$ cat config.mk
export PLATFORM = sky130hd
export DESIGN_NAME = my_serial_adder
export DESIGN_NICKNAME = d
export VERILOG_FILES = /design/src/rtl/my_serial_adder_pkg.sv /design/src/rtl/my_serial_adder_fa_cell.sv /design/src/rtl/my_serial_adder.sv
export SDC_FILE = /design/constraint.sdc
export NUM_CORES = 1
export LEC_CHECK = 0
export ABC_AREA = 1
export BUFFER_PORTS_ARGS = -buffer_cell sky130_fd_sc_hd__buf_2
export CORE_UTILIZATION = 55
export CTS_BUF_LIST = sky130_fd_sc_hd__clkbuf_8
export DETAILED_ROUTE_END_ITERATION = 10
export GPL_TIMING_DRIVEN = 1
export PLACE_DENSITY_LB_ADDON = 0.05
export SLEW_MARGIN = 20
export SYNTH_ARGS = -nofsm -noshare
export SYNTH_HDL_FRONTEND = slang
export SYNTH_SLANG_ARGS = --single-unit
export TNS_END_PERCENT = 100
$ cat constraint.sdc
create_clock -name clk -period 1.35 [get_ports clk]
set_input_delay 0.27 -clock clk [delete_from_list [all_inputs] [get_ports clk]]
set_output_delay 0.27 -clock clk [all_outputs]
set_load 0.005 [all_outputs]
$ cat src/rtl/my_serial_adder_pkg.sv
// Shared definitions for the bit-serial adder: FSM state encoding and counter sizing.
package my_serial_adder_pkg;

  localparam logic [1:0] ST_IDLE = 2'd0;
  localparam logic [1:0] ST_RUN  = 2'd1;
  localparam logic [1:0] ST_DONE = 2'd2;

  typedef enum logic [1:0] {
    S_IDLE = ST_IDLE,
    S_RUN  = ST_RUN,
    S_DONE = ST_DONE
  } state_t;

  // Bit counter width; never below one bit so a W=2 build still has a counter.
  function automatic int cnt_width(input int w);
    return (w > 2) ? $clog2(w) : 1;
  endfunction

endpackage

$ cat src/rtl/my_serial_adder_fa_cell.sv
// Combinational full-adder cell built from two half adders and an OR.
module my_ha (
  input  logic a,
  input  logic b,
  output logic s,
  output logic c
);
  assign s = a ^ b;
  assign c = a & b;
endmodule

module my_fa_cell (
  input  logic a,
  input  logic b,
  input  logic ci,
  output logic s,
  output logic co
);
  logic s0_s;
  logic c0_s;
  logic c1_s;

  my_ha u_ha0 (.a(a),    .b(b),  .s(s0_s), .c(c0_s));
  my_ha u_ha1 (.a(s0_s), .b(ci), .s(s),    .c(c1_s));

  assign co = c0_s | c1_s;
endmodule

$ cat src/rtl/my_serial_adder.sv
// Bit-serial W-bit adder: one shared full-adder cell processes one operand bit per clock, LSB first.
module my_serial_adder
  import my_serial_adder_pkg::*;
#(
  parameter int W = 8
) (
  input  logic         clk,
  input  logic         rst,
  input  logic         start,
  input  logic [W-1:0] a,
  input  logic [W-1:0] b,
  output logic         busy,
  output logic         done,
  output logic [W-1:0] sum,
  output logic         cout
);
  localparam int CW = cnt_width(W);

  state_t        state_r;
  logic [W-1:0]  sa_r;
  logic [W-1:0]  sb_r;
  logic [W-1:0]  sum_r;
  logic [CW-1:0] cnt_r;
  logic          carry_r;
  logic          cout_r;
  logic          busy_r;
  logic          done_r;
  logic          fa_sum_s;
  logic          fa_co_s;

  my_fa_cell u_fa (
    .a  (sa_r[0]),
    .b  (sb_r[0]),
    .ci (carry_r),
    .s  (fa_sum_s),
    .co (fa_co_s)
  );

  // Sequencer: operand capture, serial shift/accumulate, and the start/busy/done handshake.
  always_ff @(posedge clk) begin
    if (rst) begin
      state_r <= S_IDLE;
      sa_r    <= {W{1'b0}};
      sb_r    <= {W{1'b0}};
      sum_r   <= {W{1'b0}};
      cnt_r   <= {CW{1'b0}};
      carry_r <= 1'b0;
      cout_r  <= 1'b0;
      busy_r  <= 1'b0;
      done_r  <= 1'b0;
    end else begin
      case (state_r)
        S_IDLE: begin
          done_r <= 1'b0;
          if (start) begin
            sa_r    <= a;
            sb_r    <= b;
            sum_r   <= {W{1'b0}};
            cnt_r   <= {CW{1'b0}};
            carry_r <= 1'b0;
            cout_r  <= 1'b0;
            busy_r  <= 1'b1;
            state_r <= S_RUN;
          end else begin
            busy_r  <= 1'b0;
            state_r <= S_IDLE;
          end
        end
        S_RUN: begin
          sa_r    <= {1'b0, sa_r[W-1:1]};
          sb_r    <= {1'b0, sb_r[W-1:1]};
          sum_r   <= {fa_sum_s, sum_r[W-1:1]};
          carry_r <= fa_co_s;
          cnt_r   <= cnt_r + CW'(1);
          // Terminal bit: latch the final carry and hand over to the done pulse.
          if (cnt_r == CW'(W - 1)) begin
            cout_r  <= fa_co_s;
            busy_r  <= 1'b0;
            done_r  <= 1'b1;
            state_r <= S_DONE;
          end else begin
            busy_r  <= 1'b1;
            done_r  <= 1'b0;
            state_r <= S_RUN;
          end
        end
        S_DONE: begin
          busy_r  <= 1'b0;
          done_r  <= 1'b0;
          state_r <= S_IDLE;
        end
        default: begin
          busy_r  <= 1'b0;
          done_r  <= 1'b0;
          state_r <= S_IDLE;
        end
      endcase
    end
  end

  assign busy = busy_r;
  assign done = done_r;
  assign sum  = sum_r;
  assign cout = cout_r;

endmodule

# --- Word level (Yosys, flattened, before mapping) ---
# Cells that the tools add are included.
totals:
  reg_bits: 33
  output_inout_bits: 11
  wordCells: 44
classes:
  add_sub_neg: 1
  n_eq_ne: 4
  mux: 19
  n_bitwise: 6
  reduce_logical: 5
ops:
  columns: ["cell", "n"]
  rows:
  - ["case mux 8 bit (2 select lines)", 3]
  - ["2-to-1 mux 8 bit", 3]
  - ["2-to-1 mux 1 bit", 6]
  - ["case mux 1 bit (2 select lines)", 3]
  - ["case mux 3 bit (2 select lines)", 1]
  - ["!= test 2 bit (second input constant)", 2]
  - ["case mux 2 bit (2 select lines)", 1]
  - ["adder 3 x 1 -> 3 bit (second input constant)", 1]
  - ["equality test 3 bit (second input constant)", 1]
  - ["2-to-1 mux 3 bit", 1]
  - ["AND reduction 3 bit", 1]
  - ["bitwise AND 1 bit", 2]
  - ["equality test 2 x 1 -> 1 bit (second input constant)", 1]
  - ["zero test 2 bit", 1]
  - ["2-to-1 mux 2 bit", 1]
  - ["AND reduction 2 bit", 1]
  - ["nonzero test 2 bit", 1]
  - ["OR reduction 2 bit", 1]
  - ["XOR 1 bit", 2]
  - ["NOT 1 bit", 1]
  - ["bitwise OR 1 bit", 1]

# --- Logic depth before layout (Yosys ltp) ---
# Gate-level depths: netlist (run 1).
depth:
  depth_word: 5
  ltp_mapped: 7
  ltp_nobuf: 6

# --- By module ---
# Synthesis (run 1) repeated with hierarchy kept, for this count alone.
hier_totals:
  hier_cells: 200
  area_unflattened_um2: 1410.1
by_module_without_submodules:
  columns: ["mod", "n_inst", "cells_each", "area_per_inst_um2"]
  rows:
  - ["my_serial_adder", 1, 195, 1373.8]
  - ["my_ha", 2, 1, 12.5]
  - ["my_fa_cell", 1, 3, 11.3]

# --- Worst setup path before layout (run 1) ---
# Ideal clock, no wire load.
synth_path:
  kind: "register to register"
  startpoint: "register state_r[0]"
  endpoint: "register sa_r[0]"
  t_arrival_ns: 1.048
  path_slack_ns: 0.246
  path_stages_with_launch: 7
  synth_period_minus_slack_ns: 1.104
  cell_sequence: "dfxtp_1 -> nor2_1 -> buf_4 -> nand3_1 -> nand3_1 -> nand2_1 -> inv_1"
synth_via:
  elab_chain_len: 3
  elab_cells_between_ends: 6
synth_rtl:
  columns: ["element", "line", "rtl"]
  rows:
  - ["start, declared", "my_serial_adder.sv:19", "state_t state_r;"]
  - ["start signal, assigned", "my_serial_adder.sv:42", "state_r <= S_IDLE;"]
  - ["start signal, assigned", "my_serial_adder.sv:63", "state_r <= S_RUN;"]
  - ["start signal, assigned", "my_serial_adder.sv:66", "state_r <= S_IDLE;"]
  - ["equality test 2 x 1 -> 1 bit or zero test 2 bit (tied branches)", "my_serial_adder.sv:52", "case (state_r)"]
  - ["nonzero test 2 bit (no line) or != test 2 bit (tied branches)", null, null]
  - ["AND reduction 2 bit (no line)", null, null]
  - ["end signal, assigned", "my_serial_adder.sv:43", "sa_r <= {W{1'b0}};"]
  - ["end signal, assigned", "my_serial_adder.sv:70", "sa_r <= {1'b0, sa_r[W-1:1]};"]
  - ["end, declared", "my_serial_adder.sv:20", "logic [W-1:0] sa_r;"]
# Several ways; a longest one is shown, not always the timed one.
# A chain may end at the register's enable or synchronous reset.

# --- Worst setup path in the final report (run 1) ---
layout_path:
  startpoint: "register state_r[0]"
  endpoint: "register sa_r[3]"
# The elaborated chain is that of the path after synthesis.

==> metrics.txt, run 1 <==
number of max-cap violations 0; Final ANT Viol Nets 0; I/O pin count 30; Largest stage delay, worst path 0.48 ns; core region area 2300 µm²; HPWL after detailed placement 2.06 mm; setup repair after global routing missed its margin true; most common cell after layout, fill and taps aside sky130_fd_sc_hd__nand2_1; maximum vdd drop 1.00 mV; share of layout cells above drive strength 1 0.212; Placed Cells 251; H-tree levels 2; classification of the worst-slack hold path in -> reg; TritonCTS buffer count 5; max-slew violation count 0; routed vias 1326; Gate Count Post-Synth 197; post-layout worst setup margin 0.0768 ns; vias in the first global route 1186; antenna cells 0; overall power 2.13 mW; Worst-Skew Late Latency 0.28 ns; Die Outline Area 2740 µm²; timing-limited maximum frequency 0.785 GHz; drt total wl 3.03 mm; number of DRC violations after detailed-routing iteration 0 23; Critical Path, Cell by Cell nand2_2 > nand2_2 > nor2_1 > nor2_1 > nor2_1; number of hold buffers added after CTS 0; clock tree from TritonCTS yes; number of distinct library cells after synthesis 21; effective utilization at floorplan 0.608; #FFs+latches synth 32; Core Rows 17; final hold vios 0; relative max-transition margin 0.632; total leakage power 0.827 nW; shortest clock period the worst path allows after layout 1.27 ns; Congestion Overflow GR 0; Worst Skew 0.00677 ns; synthesized area divided by synthesized cell count 7.09 µm²; number of fill cells 202; Synth Net Count 220; wire length of the first global-routing pass 5.02 mm; CTS root buffer sky130_fd_sc_hd__clkbuf_8; WP data arrival 1.45 ns; Slew @ Worst Pin 0.552 ns; TritonCTS sink count 32; GRT Util Overall 0.258; Worst Path Max Fanout 10; non-filler cells in the finished layout 259; chip width 52.4 µm; post-CTS setup repair buffer count 0; synthesis-to-layout area growth 21.2%; clock input transition at the sequential cells of the worst setup and hold paths 0.07 ns; final core utilization 0.737; buffers from clock root to sink, at most 2; critical path class reg -> reg; wire length per cell after detailed routing 11.7 µm; iteration count of the initial detailed-routing pass 4; Remaining DRCs 0; top library cells by usage in the layout, fill and taps aside 54 x sky130_fd_sc_hd__nand2_1, 32 x sky130_fd_sc_hd__dfxtp_1, 29 x sky130_fd_sc_hd__nand3_1, 29 x sky130_fd_sc_hd__buf_2, 26 x sky130_fd_sc_hd__nor2_1; slowest library cell on the worst path sky130_fd_sc_hd__dfxtp_1; initial antenna violation count 0; most repeated library cell on the critical path sky130_fd_sc_hd__nor2_1; pin count of the biggest net entering global routing 17; number of setup violations in the final report 0; worst path required time 1.53 ns; Nets 253; critical path capture point type flop; sequential cell area fraction in the yosys report 0.459; IO Port Bufs 29; post-DR vias/cell 5.12; gpl congestion 0.765; kind of start point of the critical path flop; count of flip-flops with a built-in enable after synthesis 0; share of the clock period used by the worst path after layout 0.943; most instantiated flip-flop cell in the synthesis netlist sky130_fd_sc_hd__dfxtp_1; setup slack after placement 0.103 ns; synthesis warning total 0; netlist area before placement 1400 µm²; power density over cell area 1260 nW/µm²; result of the run finished clean; post-synthesis async set-or-reset flop share 0; die height 52.4 µm
## timing repair
| item | in CTS | in global routing |
|---|---|---|
| resized for setup | 0 | 1 |
| setup endpoints to repair | 0 | 9 |
| endpoints found under the hold margin | 0 | 0 |
## sequential cells by signal, summed over array words and instances, names as in the netlist
signal	cells
sa_r	8
sb_r	8
sum	8
cnt_r	3
state_r	2
carry_r	1
cout	1
done	1
## metrics by stage
stage                     cell area (µm²)  TNS, ns  hold WS (ns)
final                                1690        0         0.237
after global routing                 1690  -0.0462         0.238
after CTS                            1690        0         0.229
after detailed placement             1580        0         0.462
after global placement               1580        0         0.446
after floorplan                      1400        0         0.413
## final timing paths
kind	slack [ns]	endpoint	start	cells past startpoint
hold / removal	0.24	sb_r[7]	b[7]	3
hold reg to reg	0.47	sum[0]	sum[0]	2
setup reg to reg	0.08	sa_r[3]	state_r[0]	5
setup / recovery	0.08	sa_r[3]	state_r[0]	5
## Yosys cell counts, types with 2 or more instances
cell type | number | area, µm²
sky130_fd_sc_hd__nand3_1 | 29 | 145
sky130_fd_sc_hd__dfxtp_1 | 32 | 641
sky130_fd_sc_hd__buf_2 | 4 | 20.0
sky130_fd_sc_hd__inv_1 | 17 | 63.8
sky130_fd_sc_hd__clkbuf_1 | 3 | 11.3
sky130_fd_sc_hd__nand2_2 | 2 | 12.5
sky130_fd_sc_hd__a21oi_1 | 15 | 75.1
sky130_fd_sc_hd__nor2_1 | 26 | 97.6
sky130_fd_sc_hd__ha_1 | 3 | 37.5
sky130_fd_sc_hd__nand2_1 | 55 | 206
## layout make-up
class	instances	area [µm²]	area share
inverters	19	71.3	0.0421
clock buffers	5	68.8	0.0407
clock inverters	3	42.5	0.0251
flip-flops and latches	32	641	0.378
repair buffers	35	190	0.112
well taps	28	35.0	0.0207
multi-input cells	137	644	0.381
## kinds of logic (layout without fill, tap and decap cells)
group,after synthesis,count (layout),share of synthesized area
AOI/OAI and AO/OA,18,18,0.0690
adders and majority gates,4,4,0.0412
buffers and inverters,28,62,0.0815
DFF,32,32,0.459
and+or+nand+nor,115,115,0.349
## critical path: cells and delay by family (launching register included)
family	cells	cell delay, ns
flops	1	0.48
simple gates	5	0.69
## routing by layer
| metal | vias up | routed length, µm | share of wire | track usage |
|---|---|---|---|---|
| met1 | 606 | 1360 | 0.45 | 0.285 |
| met5 | - | 0 | 0 | 0 |
| met4 | 0 | 44 | 0.015 | 0.114 |
| met3 | 5 | 154 | 0.051 | 0.0928 |
| li1 | 684 | - | - | - |
| met2 | 31 | 1470 | 0.48 | 0.439 |
## report_power, final
part / switching [mW] / internal (mW) / total, mW
Combinational: 0.132 / 0.0861 / 0.218
Sequential: 0.0250 / 0.982 / 1.01
Clock: 0.363 / 0.546 / 0.909
No activity file was read; power rests on OpenSTA's default activity.
==> inputs of run 2 (changes only) <==
CAP_MARGIN = 0   (was unset)
CORE_UTILIZATION = 35   (was 55)
==> run 2 against run 1 <==
Cell count grew 7.7%. Maximum frequency fell by 0.73%. Routed wire length rose by 11%. Sequential power about the same.
==> metrics.txt, run 2 (synthesis results as in run 1) <==
result of the run finished clean; CTS root buffer sky130_fd_sc_hd__clkbuf_8; critical path capture point type primary output; vias in the first global route 1235; Nets 253; iteration count of the initial detailed-routing pass 4; most common cell after layout, fill and taps aside sky130_fd_sc_hd__nand2_1; critical hold path startpoint b[7]; TritonCTS sink count 32; WP data arrival 1.01 ns; depth of the most critical reg-to-reg path 7; number of max-cap violations 0; Worst Path Max Fanout 6; post-DR vias/cell 4.78; top library cells by usage in the layout, fill and taps aside 54 x sky130_fd_sc_hd__nand2_1, 31 x sky130_fd_sc_hd__dfxtp_1, 29 x sky130_fd_sc_hd__nand3_1, 29 x sky130_fd_sc_hd__buf_2, 25 x sky130_fd_sc_hd__nor2_1; buffers from clock root to sink, at most 2; core region area 3740 µm²; post-CTS setup repair buffer count 0; Area after DPL 1620 µm²; H-tree levels 2; total leakage power 0.842 nW; chip width 65.2 µm; antenna cells 0; endpoint of the worst hold-timing path sb_r[7]; critical path class reg -> out; shortest clock period the worst path allows after layout 1.28 ns; pin count of the biggest net entering global routing 24; number of fill cells 409; effective utilization at floorplan 0.373; number of setup violations in the final report 0; initial antenna violation count 0; share of layout cells above drive strength 1 0.216; gpl congestion 0.712; clock input transition at the sequential cells of the worst setup and hold paths 0.06 ns; final core utilization 0.471; max-slew violation count 0; wire length of the first global-routing pass 5.55 mm; Remaining DRCs 0; Core Rows 22; number of hold buffers added after CTS 0; I/O pin count 30; area of the multi-input gates 692 µm²; routed vias 1334; Worst-Skew Late Latency 0.28 ns; CP Launch Point state_r[0]; Die Outline Area 4250 µm²; clock tree from TritonCTS yes; Worst Skew 0.00415 ns; power density over cell area 1130 nW/µm²; IO Port Bufs 29; GRT Util Overall 0.172; die height 65.2 µm; setup repair after global routing missed its margin true; worst path required time 1.08 ns; Congestion Overflow GR 0; Post-Layout Inst Area 1760 µm²; classification of the worst-slack hold path in -> reg; kind of start point of the critical path flop; maximum vdd drop 0.809 mV; worst flop-to-flop path startpoint state_r[1]; share of the clock period used by the worst path after layout 0.950; TritonCTS buffer count 5; timing-limited maximum frequency 0.780 GHz; relative max-transition margin 0.733; register-to-register path setup slack 0.08 ns; synthesis-to-layout area growth 26.2%; wire length per cell after detailed routing 12.0 µm; Slew @ Worst Pin 0.398 ns; Post-Route Setup TNS 0 ns; Final ANT Viol Nets 0; number of DRC violations after detailed-routing iteration 0 64; HPWL after detailed placement 2.25 mm; FF/Latch Area 642 µm²; drt total wl 3.34 mm; hold path cells 3; final hold vios 0; RR Endpoint sb_r[2]
[run 2: power by group]
part / switching, mW / internal (mW) / total [mW]
sequential: 0.0225 / 0.982 / 1.00
combinational: 0.146 / 0.0968 / 0.243
clock: 0.336 / 0.400 / 0.736
total: 0.504 / 1.48 / 1.98
[run 2: worst max-delay path by stage]
stage	to	cells past startpoint
4_1_cts	sum[4]	4
6_report	busy	2
3_5_place_dp	sb_r[7]	5
2_1_floorplan	sa_r[0]	6
5_1_grt	sa_r[2]	7
3_3_place_gp	cout	4
[run 2: layout make-up]
| cell class | instances | share of cell area |
|---|---|---|
| clock inverter | 2 | 0.00426 |
| inverter | 19 | 0.0426 |
| sequential | 32 | 0.364 |
| multi-input combinational | 137 | 0.393 |
| clock buffer | 6 | 0.0469 |
| timing repair buffer | 35 | 0.115 |
| tap | 48 | 0.0341 |
[run 2: metrics by stage]
step / hold WS, ns / setup WS, ns / cells / power (mW)
5_1_grt: 0.235 / -0.0192 / 279 / 2.09
6_report: 0.235 / 0.0674 / 279 / 1.98
4_1_cts: 0.225 / 0.00139 / 279 / 2.01
2_1_floorplan: 0.413 / 0.246 / 197 / 1.17
3_3_place_gp: 0.451 / -0.184 / 271 / 1.25
3_5_place_dp: 0.459 / -0.260 / 271 / 1.26
[run 2: routing by layer]
metal  share of wire  GRT usage
met5               0          0
met4          0.0090     0.0489
met2            0.49      0.299
met1            0.45      0.206
met3           0.042     0.0469
[run 2: what timing repair did]
action | in CTS | in global routing
pin swaps | 0 | 1
setup endpoints to repair | 17 | 23
resized for setup | 3 | 8
[run 2: worst max-delay path, cell delays in order (launching register included)]
cell and delay (ns):
sky130_fd_sc_hd__dfxtp_1 0.38, sky130_fd_sc_hd__buf_4 0.21, sky130_fd_sc_hd__buf_2 0.14
